### src/rtl/counter_pkg.sv
`default_nettype none
// ---------------------------------------------------------------------------
// counter_pkg : parameter legality check and Gray conversion for counter
// Revision    : 1.0
// ---------------------------------------------------------------------------
package counter_pkg;

  localparam int c_MAX_WIDTH = 31;

  function automatic bit params_ok(
    input int width,
    input int max_val,
    input int step,
    input int down,
    input int reset_val,
    input int wrapw
  );
    bit ok;
    ok = (width >= 1) && (width <= c_MAX_WIDTH);
    if (ok) begin
      ok = (max_val >= 1) && (max_val <= ((1 << width) - 1)) &&
           (step >= 1) && (step <= max_val) &&
           (down == 0 || down == 1) &&
           (reset_val >= 0) && (reset_val <= max_val) &&
           (wrapw >= 1) && (wrapw <= 32);
    end
    return ok;
  endfunction

  function automatic logic [31:0] bin2gray(input logic [31:0] bin);
    return bin ^ (bin >> 1);
  endfunction

endpackage : counter_pkg
`default_nettype wire

### src/rtl/counter_next.sv
`default_nettype none
// ---------------------------------------------------------------------------
// counter_next : combinational next-count and wrap detection
// Revision     : 1.0
// ---------------------------------------------------------------------------
module counter_next #(
  parameter int WIDTH   = 3,
  parameter int MAX_VAL = 7,
  parameter int STEP    = 1,
  parameter int DOWN    = 0
) (
  input  logic [WIDTH-1:0] count,
  output logic [WIDTH-1:0] nxt,
  output logic             wrapped
);

  localparam logic [WIDTH:0] c_STEP = (WIDTH+1)'(STEP);
  localparam logic [WIDTH:0] c_MAX  = (WIDTH+1)'(MAX_VAL);
  localparam logic [WIDTH:0] c_MOD  = (WIDTH+1)'(MAX_VAL + 1);

  if (DOWN == 0) begin : g_up
    logic [WIDTH:0] sum;
    always_comb begin
      sum     = {1'b0, count} + c_STEP;
      nxt     = WIDTH'(sum);
      wrapped = 1'b0;
      if (sum > c_MAX) begin
        nxt     = WIDTH'(sum - c_MOD);
        wrapped = 1'b1;
      end
    end
  end else begin : g_down
    logic [WIDTH:0] ext;
    always_comb begin
      ext     = {1'b0, count};
      nxt     = WIDTH'(ext - c_STEP);
      wrapped = 1'b0;
      // Borrow: fold back into range by adding the modulus first.
      if (ext < c_STEP) begin
        nxt     = WIDTH'(ext + c_MOD - c_STEP);
        wrapped = 1'b1;
      end
    end
  end

endmodule : counter_next
`default_nettype wire

### src/rtl/counter.sv
`default_nettype none
// ---------------------------------------------------------------------------
// counter  : free-running modulo counter with tc, Gray copy and wrap tally
// Revision : 1.0
// ---------------------------------------------------------------------------
module counter
  import counter_pkg::*;
#(
  parameter int WIDTH     = 3,
  parameter int MAX_VAL   = (1 << WIDTH) - 1,
  parameter int STEP      = 1,
  parameter int DOWN      = 0,
  parameter int RESET_VAL = 0,
  parameter int WRAPW     = 8
) (
  input  logic             clk,
  input  logic             rst,
  output logic [WIDTH-1:0] count,
  output logic [WIDTH-1:0] count_gray,
  output logic             tc,
  output logic             wrap,
  output logic [WRAPW-1:0] wrap_cnt
);

  if (!params_ok(WIDTH, MAX_VAL, STEP, DOWN, RESET_VAL, WRAPW)) begin : g_bad_params
    $error("counter: illegal parameter set");
  end

  localparam logic [WIDTH-1:0] c_RESET  = WIDTH'(RESET_VAL);
  localparam logic [WIDTH-1:0] c_TC_VAL = (DOWN != 0) ? '0 : WIDTH'(MAX_VAL);

  logic [WIDTH-1:0] count_q, count_d;
  logic             wrap_q, wrap_d;
  logic [WRAPW-1:0] wrap_cnt_q, wrap_cnt_d;
  logic [WIDTH-1:0] nxt;
  logic             wrapped;

  counter_next #(
    .WIDTH   (WIDTH),
    .MAX_VAL (MAX_VAL),
    .STEP    (STEP),
    .DOWN    (DOWN)
  ) u_next (
    .count   (count_q),
    .nxt     (nxt),
    .wrapped (wrapped)
  );

  always_comb begin
    count_d    = nxt;
    wrap_d     = wrapped;
    wrap_cnt_d = wrap_cnt_q;
    if (wrapped && (wrap_cnt_q != '1)) begin
      wrap_cnt_d = wrap_cnt_q + 1'b1;
    end
  end

  // rst is active-low despite its name.
  always_ff @(posedge clk or negedge rst) begin
    if (!rst) begin
      count_q    <= c_RESET;
      wrap_q     <= 1'b0;
      wrap_cnt_q <= '0;
    end else begin
      count_q    <= count_d;
      wrap_q     <= wrap_d;
      wrap_cnt_q <= wrap_cnt_d;
    end
  end

  assign count      = count_q;
  assign count_gray = WIDTH'(bin2gray(32'(count_q)));
  assign tc         = (count_q == c_TC_VAL);
  assign wrap       = wrap_q;
  assign wrap_cnt   = wrap_cnt_q;

endmodule : counter
`default_nettype wire

### config.mk
export PLATFORM = sky130hd
export DESIGN_NAME = counter
export DESIGN_NICKNAME = d
export VERILOG_FILES = /design/src/rtl/counter_pkg.sv /design/src/rtl/counter_next.sv /design/src/rtl/counter.sv
export SDC_FILE = /design/constraint.sdc
export NUM_CORES = 1
export LEC_CHECK = 0
export ABC_AREA = 1
export CAP_MARGIN = 0
export CORE_UTILIZATION = 46
export CTS_BUF_LIST = sky130_fd_sc_hd__clkbuf_16
export DETAILED_ROUTE_END_ITERATION = 7
export PLACE_DENSITY = 0.82
export SYNTH_ARGS = -nofsm -noshare
export SYNTH_HDL_FRONTEND = slang
export SYNTH_HIERARCHICAL = 1
export SYNTH_SLANG_ARGS = --single-unit
### constraint.sdc
create_clock -name clk -period 1.6 [get_ports clk]
set_clock_uncertainty 0.05 [all_clocks]
set_input_delay 0.32 -clock clk [delete_from_list [all_inputs] [get_ports clk]]
set_output_delay 0.32 -clock clk [all_outputs]
set_load 0.01 [all_outputs]
==> reports/results.txt <==
Die Y: 40.6 um
Worst Max-Slew Pin Slew: 0.161 ns
Reg power frac: 40.1%
PD cells: 762 nW/um^2
Multi-input logic area: 334 um^2
Register clock-pin slew on the reported worst setup and hold paths: 0.04 ns
Post-synthesis sequential area ratio: 43.9%
Largest net degree at the start of global routing: 13
Placed instance count: 118
Post-Syn Area per Cell: 8.25 um^2
Ys Warns: 6
Logic gate share of total power: 1.3%
Worst setup SP type: flip-flop
Area grow syn2layout: 45.7%
Die area: 1650 um^2
DP Wirelength: 969 um
WS Path Type: flip-flop to primary output
Count of input and output buffers: 17
Setup TNS: 0 ns
CP Max Fanout: 5
MaxCap Viol Count: 0
Reg2Reg Depth: 8
Post-Route WL: 1430 um
Maximum VDD drop: 0.000574 V
Net switching power: 127 uW
Storage cell area: 305 um^2
Cells after Synth: 83
CP max stage delay: 0.54 ns
Fin Hold WS: 0.332 ns
Clock latency on the worst-skew pair: 0.24 ns
WP buf/inv: 1
Flip-flop and latch count after synthesis: 12
Die boundary width: 40.6 um
# setup viols final: 0
Crit. Startpoint: wrap_cnt[3]
Fin crit share: 96.9%
Finished Layout Cells: 123
Core area: 1350 um^2
Antenna cells: 0
Global-route usage over all layers: 21.0%
CTS max path bufs: 2
GR Overflow Total: 0
CP endpoint kind: primary output
Root Buffer: clkbuf_16
Crit path capture: wrap_cnt[3]
Filler Cell Count: 98
Crit path depth: 1
Wire length per cell: 11.6 um
Fmax: 0.645 GHz
Period minus WS final: 1.55 ns
Starting Density: 50.7%
Leakage: 0.000556 uW
Worst reg2reg setup slack: 0.17 ns
CP Data Required Time: 1.23 ns
Post-route DRC: 0
Slowest CP cell: clkdlybuf4s50_1
Global-route wire length before repair: 2210 um
TritonCTS buffer count: 3
Worst slew margin: 89.2%
Drt first pass iters: 4
Starting DRT DRC Count: 15
Mapped Nets: 89
Internal: 633 uW
Clock power share: 58.7%
Status: finished clean
CTS tree: yes
RSZ-0062 raised after global routing: false
H-tree depth: 1
Num Clock Sinks: 12
Switching share of power: 16.7%
Type of the tightest min-delay check: primary input to async pin
Max Slew Vio Count: 0
CP delay by family, top: buffers and inverters
Via density: 4.98
Antenna violations before repair: 0
Reg-to-Reg Start: wrap_cnt[1]
Cell Area, Synth: 684 um^2
Final net count: 116
Cell variety after synth: 18
Share of layout cells above drive strength 1: 23.1%
Final hold violation count: 0
CP arrival: 1.18 ns
Routed via count: 613
Cts hold-fix bufs: 0
Gpl congestion: 0.772
I/O Pins: 18
Vias in the first global route: 527
Row cnt: 13
CP cell instances: clkdlybuf4s50_1
R2R Path End: wrap_cnt[3]
ANT nets after route: 0
-- flip-flops by register name, indices dropped and copies added, names as in the netlist --
name      count
wrap          1
count         3
wrap_cnt      8
-- synthesized netlist by cell type (all sizes together) --
library cell / number / area [um^2]
nor2: 8 / 50.0
nor3: 1 / 10.0
nand4: 1 / 6.26
and3: 1 / 6.26
ha: 4 / 50.1
a21oi: 1 / 5.00
buf: 1 / 7.51
nand3: 7 / 35.0
dfrtp: 12 / 300
xor2: 2 / 17.5
nand2: 31 / 136
inv: 12 / 45.0
nand3b: 2 / 15.0
-- layout make-up --
type	count	share of cell area, %
Sequential cell	12	30.6
Inverter	12	4.52
Clock buffer	3	7.53
Multi-Input combinational cell	58	33.5
Tap cell	15	1.88
Timing Repair Buffer	23	22.0
-- cells in the final DEF (no fill, tap or decap), drive strengths merged --
cell	n
clkdlybuf4s15	1
nand4	1
and3	1
xor2	2
ha	4
buf	6
dlygate4sd2	3
dlymetal6s2s	5
a21oi	1
nor3	1
clkdlybuf4s50	7
dfrtp	12
clkbuf	4
nand3	7
nand2	31
nor2	8
nand3b	2
inv	12
-- metal layers --
| metal | up-vias | wire (um) | track usage (%) |
|---|---|---|---|
| met5 | - | 0 | 0 |
| met4 | 0 | 31 | 12.5 |
| met3 | 4 | 60 | 5.00 |
| met2 | 16 | 666 | 30.6 |
| met1 | 288 | 670 | 27.9 |
| li1 | 305 | - | - |
-- power by group through the flow --
| stage | clock network (uW) | registers [uW] | logic, uW |
|---|---|---|---|
| after floorplan | 0 | 309 | 0.000203 |
| after global placement | 0 | 309 | 10.3 |
| after detailed placement | 0 | 309 | 10.3 |
| after CTS | 447 | 305 | 10.3 |
| after global routing | 465 | 304 | 11.3 |
| final | 446 | 305 | 9.54 |
-- worst min-delay path by stage --
stage,from,endpoint,slack (ns)
2_1_floorplan,rst,count[0],-0.03
3_3_place_gp,wrap_cnt[7],wrap_cnt[7],0.44
3_5_place_dp,wrap_cnt[7],wrap_cnt[7],0.45
4_1_cts,rst,wrap_cnt[4],0.34
5_1_grt,rst,count[2],0.38
6_report,rst,wrap_cnt[7],0.33
-- what timing repair did --
item                                    in CTS  in global routing
endpoints found under the setup margin       9                  9
gates resized for setup                      8                 10
setup buffers                                1                  1
-- kinds of logic after synthesis --
kind of cell | count (synthesis) | synth area share (%)
AOI/OAI and AO/OA | 1 | 0.731
xor gates and xnor gates | 2 | 2.56
adders and majority gates | 4 | 7.31
buffers and inverters | 13 | 7.68
DFF | 12 | 43.9
and+or+nand+nor | 51 | 37.8
-- stage by stage --
step / util, % / total power (uW) / instance area [um^2] / setup WS (ns)
2_1_floorplan: - / 309 / 684 / 0.210
3_3_place_gp: 66.4 / 319 / 896 / 0.0542
3_5_place_dp: 66.4 / 319 / 896 / 0.0367
4_1_cts: 72.3 / 762 / 976 / 0.00933
5_1_grt: 73.9 / 781 / 997 / 0.00540
6_report: 73.9 / 760 / 997 / 0.0501
Note: power is estimated with default switching activity, not from simulation.
